### src/rtl/fft_pkg.sv
// Shared widths, FSM encoding and magnitude helpers for the spectrum transmitter.
package fft_pkg;

    localparam int IN_W  = 16;
    localparam int MAG_W = 16;

    // Magnitude ceiling held in the 17-bit intermediate width.
    localparam logic [MAG_W:0]   MAG_SAT = 17'd65535;
    localparam logic [MAG_W-1:0] ABS_SAT = 16'd32767;

    typedef enum logic [1:0] {
        ST_IDLE    = 2'd0,
        ST_CAPTURE = 2'd1,
        ST_SEND    = 2'd2
    } state_t;

    // |x| with the most negative code clamped so the result fits in 15 bits.
    function automatic logic [MAG_W-1:0] abs_sat(input logic [IN_W-1:0] x);
        logic [IN_W-1:0] neg;
        neg = ~x + IN_W'(1);
        if (!x[IN_W-1]) begin
            return MAG_W'(x);
        end else if (x == {1'b1, {(IN_W-1){1'b0}}}) begin
            return ABS_SAT;
        end else begin
            return MAG_W'(neg);
        end
    endfunction

    // max + min/2 approximation of sqrt(a^2 + b^2).
    function automatic logic [MAG_W-1:0] mag_calc(input logic [MAG_W-1:0] a,
                                                 input logic [MAG_W-1:0] b);
        logic [MAG_W-1:0] mx;
        logic [MAG_W-1:0] mn;
        logic [MAG_W:0]   sum;
        mx  = (a > b) ? a : b;
        mn  = (a > b) ? b : a;
        sum = {1'b0, mx} + {2'b00, mn[MAG_W-1:1]};
        if (sum > MAG_SAT) begin
            return MAG_SAT[MAG_W-1:0];
        end
        return sum[MAG_W-1:0];
    endfunction

endpackage

### src/rtl/fft_spectrum_tx_if.sv
// Input FFT stream, output spectrum stream and status of the spectrum transmitter.
interface fft_spectrum_tx_if;
    import fft_pkg::*;

    logic signed [IN_W-1:0] in_re;
    logic signed [IN_W-1:0] in_im;
    logic                   in_valid;
    logic                   in_sop;
    logic                   in_eop;

    logic [MAG_W-1:0]       fft_data;
    logic                   fft_sop;
    logic                   fft_eop;
    logic                   fft_valid;
    logic                   busy;
    logic [7:0]             err_cnt;

    modport master (
        output in_re, in_im, in_valid, in_sop, in_eop,
        input  fft_data, fft_sop, fft_eop, fft_valid, busy, err_cnt
    );

    modport slave (
        input  in_re, in_im, in_valid, in_sop, in_eop,
        output fft_data, fft_sop, fft_eop, fft_valid, busy, err_cnt
    );

endinterface

### src/rtl/spec_buf_ram.sv
// Simple dual-port spectrum buffer: one write port, one registered read port, one clock.
module spec_buf_ram #(
    parameter int DEPTH  = 128,
    parameter int WIDTH  = 16,
    parameter int ADDR_W = $clog2(DEPTH)
) (
    input  logic              clk,
    input  logic              we,
    input  logic [ADDR_W-1:0] waddr,
    input  logic [WIDTH-1:0]  wdata,
    input  logic              re,
    input  logic [ADDR_W-1:0] raddr,
    output logic [WIDTH-1:0]  rdata
);

    logic [WIDTH-1:0] mem [DEPTH];
    logic [WIDTH-1:0] rdata_reg;

    always_ff @(posedge clk) begin
        if (we) begin
            mem[waddr] <= wdata;
        end
    end

    always_ff @(posedge clk) begin
        if (re) begin
            rdata_reg <= mem[raddr];
        end
    end

    assign rdata = rdata_reg;

endmodule

### src/rtl/fft_spectrum_tx.sv
// Captures the magnitude of the first N_OUT bins of every FRAME_DIV-th good FFT
// frame and replays them as a contiguous sop/eop-framed output burst.
module fft_spectrum_tx
    import fft_pkg::*;
#(
    parameter int N_FFT     = 256,
    parameter int N_OUT     = 128,
    parameter int FRAME_DIV = 4
) (
    input  logic              clk_50m,
    input  logic              rst_n,
    fft_spectrum_tx_if.slave  bus
);

    localparam int K_W = $clog2(N_FFT);
    localparam int A_W = $clog2(N_OUT);
    localparam int F_W = (FRAME_DIV > 1) ? $clog2(FRAME_DIV) : 1;
    localparam int S_W = $clog2(N_OUT + 3);

    localparam logic [K_W-1:0] K_LAST     = K_W'(N_FFT - 1);
    localparam logic [K_W:0]   K_NOUT     = (K_W + 1)'(N_OUT);
    localparam logic [A_W-1:0] A_LAST     = A_W'(N_OUT - 1);
    localparam logic [F_W-1:0] F_LAST     = F_W'(FRAME_DIV - 1);
    localparam logic [S_W-1:0] S_RD_FIRST = S_W'(2);
    localparam logic [S_W-1:0] S_RD_END   = S_W'(N_OUT + 2);

    state_t           state_reg, state_next;
    logic [K_W-1:0]   k_reg, k_next;
    logic [F_W-1:0]   frame_cnt_reg, frame_cnt_next;
    logic [S_W-1:0]   send_cnt_reg, send_cnt_next;
    logic [7:0]       err_cnt_reg;

    logic             accept;
    logic             restart;
    logic             err_inc;
    logic [K_W-1:0]   pt_idx;
    logic             pt_wr;
    logic             rd_req;
    logic [A_W-1:0]   rd_addr;

    logic             s1_vld_reg;
    logic [A_W-1:0]   s1_addr_reg;
    logic [MAG_W-1:0] s1_a_reg;
    logic [MAG_W-1:0] s1_b_reg;
    logic             s2_vld_reg;
    logic [A_W-1:0]   s2_addr_reg;
    logic [MAG_W-1:0] s2_mag_reg;

    logic             rd_vld_reg;
    logic [A_W-1:0]   rd_addr_reg;
    logic [MAG_W-1:0] ram_rdata;

    always_comb begin
        state_next     = state_reg;
        k_next         = k_reg;
        frame_cnt_next = frame_cnt_reg;
        send_cnt_next  = send_cnt_reg;
        accept         = 1'b0;
        restart        = 1'b0;
        err_inc        = 1'b0;
        pt_idx         = '0;
        pt_wr          = 1'b0;
        rd_req         = 1'b0;
        rd_addr        = '0;

        unique case (state_reg)
            ST_IDLE: begin
                if (bus.in_valid && bus.in_sop) begin
                    accept = 1'b1;
                end
            end
            ST_CAPTURE: begin
                if (bus.in_valid) begin
                    accept = 1'b1;
                    if (bus.in_sop) begin
                        restart = 1'b1;
                    end else begin
                        pt_idx = k_reg + K_W'(1);
                    end
                end
            end
            ST_SEND: begin
                // Two drain cycles, then one read per cycle; leave with the last output.
                send_cnt_next = send_cnt_reg + S_W'(1);
                if (send_cnt_reg >= S_RD_FIRST && send_cnt_reg < S_RD_END) begin
                    rd_req  = 1'b1;
                    rd_addr = A_W'(send_cnt_reg - S_RD_FIRST);
                end
                if (rd_vld_reg && rd_addr_reg == A_LAST) begin
                    state_next = ST_IDLE;
                end
            end
            default: begin
                state_next = ST_IDLE;
            end
        endcase

        if (accept) begin
            k_next     = pt_idx;
            pt_wr      = ({1'b0, pt_idx} < K_NOUT);
            state_next = ST_CAPTURE;
            if (restart) begin
                err_inc = 1'b1;
                if (bus.in_eop) begin
                    state_next = ST_IDLE;
                end
            end else if (pt_idx == K_LAST) begin
                if (bus.in_eop) begin
                    frame_cnt_next = (frame_cnt_reg == F_LAST) ? '0 : frame_cnt_reg + F_W'(1);
                    state_next     = (frame_cnt_reg == '0) ? ST_SEND : ST_IDLE;
                    send_cnt_next  = '0;
                end else begin
                    err_inc    = 1'b1;
                    state_next = ST_IDLE;
                end
            end else if (bus.in_eop) begin
                err_inc    = 1'b1;
                state_next = ST_IDLE;
            end
        end
    end

    always_ff @(posedge clk_50m or negedge rst_n) begin
        if (!rst_n) begin
            state_reg     <= ST_IDLE;
            k_reg         <= '0;
            frame_cnt_reg <= '0;
            send_cnt_reg  <= '0;
            err_cnt_reg   <= '0;
            s1_vld_reg    <= 1'b0;
            s1_addr_reg   <= '0;
            s1_a_reg      <= '0;
            s1_b_reg      <= '0;
            s2_vld_reg    <= 1'b0;
            s2_addr_reg   <= '0;
            s2_mag_reg    <= '0;
            rd_vld_reg    <= 1'b0;
            rd_addr_reg   <= '0;
        end else begin
            state_reg     <= state_next;
            k_reg         <= k_next;
            frame_cnt_reg <= frame_cnt_next;
            send_cnt_reg  <= send_cnt_next;
            if (err_inc && err_cnt_reg != 8'hFF) begin
                err_cnt_reg <= err_cnt_reg + 8'd1;
            end
            s1_vld_reg    <= pt_wr;
            s1_addr_reg   <= A_W'(pt_idx);
            s1_a_reg      <= abs_sat(bus.in_re);
            s1_b_reg      <= abs_sat(bus.in_im);
            s2_vld_reg    <= s1_vld_reg;
            s2_addr_reg   <= s1_addr_reg;
            s2_mag_reg    <= mag_calc(s1_a_reg, s1_b_reg);
            rd_vld_reg    <= rd_req;
            rd_addr_reg   <= rd_addr;
        end
    end

    spec_buf_ram #(
        .DEPTH (N_OUT),
        .WIDTH (MAG_W),
        .ADDR_W(A_W)
    ) u_buf (
        .clk   (clk_50m),
        .we    (s2_vld_reg),
        .waddr (s2_addr_reg),
        .wdata (s2_mag_reg),
        .re    (rd_req),
        .raddr (rd_addr),
        .rdata (ram_rdata)
    );

    // RAM data is not reset, so gate it with the reset-cleared valid.
    assign bus.fft_valid = rd_vld_reg;
    assign bus.fft_data  = rd_vld_reg ? ram_rdata : '0;
    assign bus.fft_sop   = rd_vld_reg && (rd_addr_reg == '0);
    assign bus.fft_eop   = rd_vld_reg && (rd_addr_reg == A_LAST);
    assign bus.busy      = (state_reg == ST_SEND);
    assign bus.err_cnt   = err_cnt_reg;

endmodule

### src/flat_wrapper.sv
// flat-port wrapper written by rule: the top's interface ports become plain ports
module fft_spectrum_tx_flat import fft_pkg::*;
#(
    parameter int N_FFT     = 256,
    parameter int N_OUT     = 128,
    parameter int FRAME_DIV = 4
)
  (clk_50m, rst_n, bus_in_re, bus_in_im, bus_in_valid, bus_in_sop, bus_in_eop, bus_fft_data, bus_fft_sop, bus_fft_eop, bus_fft_valid, bus_busy, bus_err_cnt);
  fft_spectrum_tx_if bus_i ();
  input  logic clk_50m;
  input  logic rst_n;
  input wire logic [$bits(bus_i.in_re)-1:0] bus_in_re;
  input wire logic [$bits(bus_i.in_im)-1:0] bus_in_im;
  input wire logic [$bits(bus_i.in_valid)-1:0] bus_in_valid;
  input wire logic [$bits(bus_i.in_sop)-1:0] bus_in_sop;
  input wire logic [$bits(bus_i.in_eop)-1:0] bus_in_eop;
  output wire logic [$bits(bus_i.fft_data)-1:0] bus_fft_data;
  output wire logic [$bits(bus_i.fft_sop)-1:0] bus_fft_sop;
  output wire logic [$bits(bus_i.fft_eop)-1:0] bus_fft_eop;
  output wire logic [$bits(bus_i.fft_valid)-1:0] bus_fft_valid;
  output wire logic [$bits(bus_i.busy)-1:0] bus_busy;
  output wire logic [$bits(bus_i.err_cnt)-1:0] bus_err_cnt;
  assign bus_i.in_re = bus_in_re;
  assign bus_i.in_im = bus_in_im;
  assign bus_i.in_valid = bus_in_valid;
  assign bus_i.in_sop = bus_in_sop;
  assign bus_i.in_eop = bus_in_eop;
  assign bus_fft_data = bus_i.fft_data;
  assign bus_fft_sop = bus_i.fft_sop;
  assign bus_fft_eop = bus_i.fft_eop;
  assign bus_fft_valid = bus_i.fft_valid;
  assign bus_busy = bus_i.busy;
  assign bus_err_cnt = bus_i.err_cnt;
  fft_spectrum_tx #(.N_FFT(N_FFT), .N_OUT(N_OUT), .FRAME_DIV(FRAME_DIV)) u_core (.clk_50m(clk_50m), .rst_n(rst_n), .bus(bus_i));
endmodule
### config.mk
export PLATFORM = sky130hd
export DESIGN_NAME = fft_spectrum_tx_flat
export DESIGN_NICKNAME = d
export VERILOG_FILES = /design/src/rtl/fft_pkg.sv /design/src/rtl/fft_spectrum_tx_if.sv /design/src/rtl/spec_buf_ram.sv /design/src/rtl/fft_spectrum_tx.sv /design/src/flat_wrapper.sv
export SDC_FILE = /design/constraint.sdc
export NUM_CORES = 2
export LEC_CHECK = 0
export CELL_PAD_IN_SITES_DETAIL_PLACEMENT = 1
export CELL_PAD_IN_SITES_GLOBAL_PLACEMENT = 2
export CORE_ASPECT_RATIO = 0.75
export CORE_MARGIN = 5
export CORE_UTILIZATION = 40
export DETAILED_ROUTE_END_ITERATION = 7
export DONT_BUFFER_PORTS = 1
export PLACE_DENSITY_LB_ADDON = 0.1
export SETUP_SLACK_MARGIN = 0.1
export SYNTH_ARGS = -nofsm -noshare
export SYNTH_HDL_FRONTEND = slang
export SYNTH_SLANG_ARGS = --single-unit
### constraint.sdc
create_clock -name clk_50m -period 8.7 [get_ports clk_50m]
set_input_delay 0.87 -clock clk_50m [delete_from_list [all_inputs] [get_ports clk_50m]]
set_output_delay 0.87 -clock clk_50m [all_outputs]
set_load 0.02 [all_outputs]
==> results.md <==
Clock network:
- Post-CTS timing repair inserted 0 buffers for setup.
- The count of cells resized by post-cts repair is 0.
- The number of levels in the clock H-tree is 4.
- Clock tree synthesis inserted a total of about 220 buffers.
- The post-cts hold buffer count is 2.
- Clock tree synthesis found a total of 2164 sinks.
- Clock-pin slew was measured on the worst setup and hold paths at 0.07 ns.
- The library cell used as clock root buffer is sky130_fd_sc_hd__clkbuf_16.
- The insertion delay to the later sink of the worst-skew pair is about 0.90 ns.
- The TritonCTS clock tree is done.
- The maximum number of buffers from clock root to sink is 4.

STA:
- Setup repair after global routing left no endpoint under its margin.
- The timing-limited maximum frequency is 175 MHz.
- The worst slew margin relative to its limit is 0.352%.
- The clock tree skew after final layout is around 0.073 ns.
- For the pin with the worst max-slew slack, the measured transition is approximately 1.5 ns.
- The shortest period the worst path allows is around 5.7 ns.
- The final setup violation count is 0.
- The sum of negative setup slack is 0 ns.
- The count of endpoints failing hold in the final timing report came to 0.
- The number of pins exceeding their max-slew limit in the final report is 0.
- Hold timing on the final database bottoms out at a slack of 0.137 ns.
- The share of the cycle needed by the critical path after routing is ~66%.

Cells and area:
- The combined area of the multi-input logic cells is 0.0216 sq mm.
- The most common library cell in the layout ignoring fill and taps is sky130_fd_sc_hd__edfxtp_1.
- The growth of design area from synthesis to finish is 13.4%.
- The number of non-filler instances in the completed layout is approximately 9400.
- The top cell types in the final layout, fill and taps aside, are 2064 x sky130_fd_sc_hd__edfxtp_1, 1219 x sky130_fd_sc_hd__nand2_1, 469 x sky130_fd_sc_hd__nand3_1.
- The post-route netlist has 12.0% of its cells at a drive strength greater than 1.
- The register with the most flip-flops in the layout has about 2000 of them.
- The number of nets in the final layout is 6380.
- More flip-flops sit in one register than any other, and that register is u_core.u_buf.mem.
- Across the whole layout, storage elements account for about 0.065 sq mm.
- Counting the fill cells in the layout gives approximately 21000.

Setup path:
- In this run the worst path has a maximum fanout of 38.
- At the worst endpoint, the required time is around 9.4 ns.
- The critical path goes through inv_1 > ha_1 > nor2b_1 > o21ai_0 > o21a_4 > inv_4 > nand2_1 > inv_2 > buf_4 > nand2_1 > nor2_1 > o21ai_0 > nand4_1 > nor4_1.
- STA classifies the critical path startpoint as a flop.
- The type of the worst setup path is reg -> reg.
- Among all stages on the critical path, the largest delay is contributed by sky130_fd_sc_hd__o21ai_0.
- The capturing element type of the critical path is a flop.
- Counting both buffers and inverters, the worst setup path holds a total of 4.
- Data arrives at the worst endpoint at 6.41 ns.
- The peak per-stage delay on the critical path is around 1.1 ns.
- The cell family contributing the most delay on the critical path is simple AND/OR/NAND/NOR gates.

Global routing:
- In the global route stage, overall resource usage came out at 27.6%.
- The number of antenna violations at the first check in global routing is 20.
- Summed over all layers, the global routing overflow is 0.
- The number of global-route vias before repair came to between 50000 and 60000.
- The pin count of the biggest net entering global routing is around 130.
- The wire length of the first global-routing pass is 446000 um.

Place:
- The total half-perimeter wirelength after legalization and detailed placement is 196000 um.
- The number of buffers added on ports is 0.
- The final RePlAce weighted congestion is 0.880.
- The number of placed instances, taps included, is 8997.

Die:
- The number of core rows is 148.
- The overall die width is between 500 and 600 um.
- 65 I/O pins were placed.
- The overall die area is approximately 0.23 sq mm.
- The total area inside the core boundary comes to approximately 0.22 sq mm.
- The vertical die dimension is between 400 and 500 um.
- The initial standard-cell utilization of the core is ~40%.

Logic synthesis:
- Of all flip-flops after synthesis, the portion carrying an async set or reset was around 4.6%.
- The cell area after synthesis is about 0.087 sq mm.
- Synthesis produced a netlist whose cell count is roughly 6200.
- Synthesis instantiated between 80 and 90 different standard cells from the library.
- The portion of the post-synthesis area used by sequential elements is between 70% and 80%.
- The number of nets produced by synthesis is 6264.
- In this run, synthesis produced a sequential element count of roughly 2200.
- The synthesized design contains between 2000 and 2500 enable-type register cells.
- The average cell area after synthesis is 14.1 sq um.
- The most instantiated flip-flop cell in the synthesis netlist is sky130_fd_sc_hd__edfxtp_1.
- The synthesis warning total is 0.

Power and ir drop:
- The proportion of power drawn by the clock network is a little over a third.
- VDD sags by at most around 0.00024 V.
- In this run the power spent charging and discharging nets is roughly 7.7 mW.
- The fraction of power consumed by combinational cells is around 13%.
- Internal power comes to ~19 mW.
- The standby leakage power is roughly 33 nW.
- Dividing total power by cell area gives a power density of around 270 mW/mm^2.
- The share of total power consumed by net switching is 28.8%.
- The sequential share of power is a little over half.

Run status:
- The flow ran to the end, and the final reports show no timing, DRC or antenna violations.

Flow run:
- The count of max-cap constraint violations is 0.

Route:
- In the final routed layout, each cell accounts on average for around 34 um.
- Across all layers, the routed design uses approximately 57000 vias.
- For this run, the detailed router's first-pass iteration total came to 6.
- The total wirelength of the detailed-routed design is 322000 um.
- The detail-routed via count per cell is between 6 and 7.
- After the first detailed-routing iteration, the DRC count stood at 7486.
- The remaining design rule violation count is 0.
- The count of nets left with antenna violations once routing finished came out at 0.

Worst hold path:
- The tightest min-delay check is of the in -> reg type.
[final cells by class]
cell class | instances | share of cell area (%)
inverters | 40 | 0.186
clock buffers | 282 | 5.95
clock inverters | 122 | 0.991
well taps | 2925 | 3.70
diodes | 12 | 0.0304
repair buffers | 243 | 2.00
multi-input cells | 3628 | 21.8
flip-flops and latches | 2164 | 65.3
[worst reg2reg max path: stages, from the launching register on]
cell	delay, ns
sky130_fd_sc_hd__dfrtp_1	0.56
sky130_fd_sc_hd__inv_1	0.19
sky130_fd_sc_hd__ha_1	0.24
sky130_fd_sc_hd__nor2b_1	0.17
sky130_fd_sc_hd__o21ai_0	0.25
sky130_fd_sc_hd__o21a_4	0.46
sky130_fd_sc_hd__inv_4	0.39
sky130_fd_sc_hd__nand2_1	0.28
sky130_fd_sc_hd__inv_2	0.04
sky130_fd_sc_hd__buf_4	0.30
sky130_fd_sc_hd__nand2_1	0.62
sky130_fd_sc_hd__nor2_1	0.12
sky130_fd_sc_hd__o21ai_0	1.11
sky130_fd_sc_hd__nand4_1	0.53
sky130_fd_sc_hd__nor4_1	0.29
[per-stage QoR]
step	total power [mW]	instance area [sq um]	util (%)	worst slack (ns)
final	26.7	98900	45.6	2.99
after detailed placement	17.6	91900	42.4	3.14
after CTS	26.8	98800	45.6	3.12
after global routing	27.5	98800	45.6	2.81
after floorplan	15.6	87200	-	3.70
after global placement	17.5	91900	42.4	2.96
[logic make-up (layout without fill, tap and decap cells)]
family	count (synthesis)	in the layout	synth area share [%]
other	0	12	0
muxes	329	329	4.18
xor gates and xnor gates	60	60	0.603
and+or+nand+nor	2308	2308	11.7
AOI/OAI and AO/OA	887	887	6.85
DFF	2164	2164	74.0
adders and majority gates	44	44	0.637
buffers and inverters	392	687	2.02
[cell usage after synthesis (16+ instances only)]
library cell	n	share of area (%)
sky130_fd_sc_hd__nor3_1	63	0.36
sky130_fd_sc_hd__mux2_2	20	0.26
sky130_fd_sc_hd__buf_1	41	0.18
sky130_fd_sc_hd__nand2_1	1219	5.2
sky130_fd_sc_hd__a21o_1	73	0.63
sky130_fd_sc_hd__nand4_1	104	0.75
sky130_fd_sc_hd__xnor2_1	26	0.26
sky130_fd_sc_hd__nor2b_1	17	0.12
sky130_fd_sc_hd__clkbuf_1	163	0.70
sky130_fd_sc_hd__nand3_1	469	2.7
sky130_fd_sc_hd__mux4_2	25	0.65
sky130_fd_sc_hd__and2_1	42	0.30
sky130_fd_sc_hd__o211ai_1	42	0.36
sky130_fd_sc_hd__a31oi_1	73	0.52
sky130_fd_sc_hd__mux2i_1	283	3.2
sky130_fd_sc_hd__a211oi_1	47	0.40
sky130_fd_sc_hd__dfrtp_1	100	2.9
sky130_fd_sc_hd__buf_4	20	0.17
sky130_fd_sc_hd__nor2_1	245	1.1
sky130_fd_sc_hd__o21ai_0	115	0.66
sky130_fd_sc_hd__buf_2	120	0.69
sky130_fd_sc_hd__a221oi_1	87	0.87
sky130_fd_sc_hd__edfxtp_1	2064	71
sky130_fd_sc_hd__and3_1	47	0.34
sky130_fd_sc_hd__o22ai_1	42	0.30
sky130_fd_sc_hd__a22oi_1	51	0.44
sky130_fd_sc_hd__ha_1	42	0.60
sky130_fd_sc_hd__or2_2	16	0.11
sky130_fd_sc_hd__xor2_1	34	0.34
sky130_fd_sc_hd__a21oi_1	217	1.2
sky130_fd_sc_hd__nor4_1	18	0.13
sky130_fd_sc_hd__inv_1	35	0.15
sky130_fd_sc_hd__a32oi_1	39	0.39
[path summary, 6_finish.rpt]
| kind | startpoint | to | slack [ns] | cells past startpoint |
|---|---|---|---|---|
| setup / recovery | u_core.send_cnt_reg[2]$_DFF_PN0_ | u_core.u_buf.rdata[9]$_DFFE_PP_ | 2.99 | 14 |
| hold / removal | bus_in_re[12] | u_core.s1_a_reg[12]$_DFF_PN0_ | 0.14 | 1 |
| setup reg to reg | u_core.send_cnt_reg[2]$_DFF_PN0_ | u_core.u_buf.rdata[9]$_DFFE_PP_ | 2.99 | 14 |
| hold reg to reg | u_core.s1_addr_reg[3]$_DFF_PN0_ | u_core.s2_addr_reg[3]$_DFF_PN0_ | 0.35 | 0 |
| max in group asynchronous | rst_n | u_core.s2_mag_reg[15]$_DFF_PN0_ | 7.58 | 2 |
| min in group asynchronous | rst_n | u_core.bus.err_cnt[2]$_DFFE_PN0P_ | 0.66 | 2 |
[metal layers]
layer	up-vias	share of wire, %	global-route usage (%)
met5	-	0	0
met4	0	2.8	7.01
met3	417	8.6	4.92
met2	2574	42	39.3
met1	30096	46	43.4
li1	23705	-	-
[power by group through the flow]
stage,sequential [mW],combinational (mW),clock [mW]
finish,14.1,3.34,9.27
global route,14.1,3.52,9.88
CTS,14.0,3.32,9.42
detailed placement,14.3,3.30,0
global placement,14.2,3.22,0
floorplan,14.1,1.55,0
(Power assumes the default switching activity.)
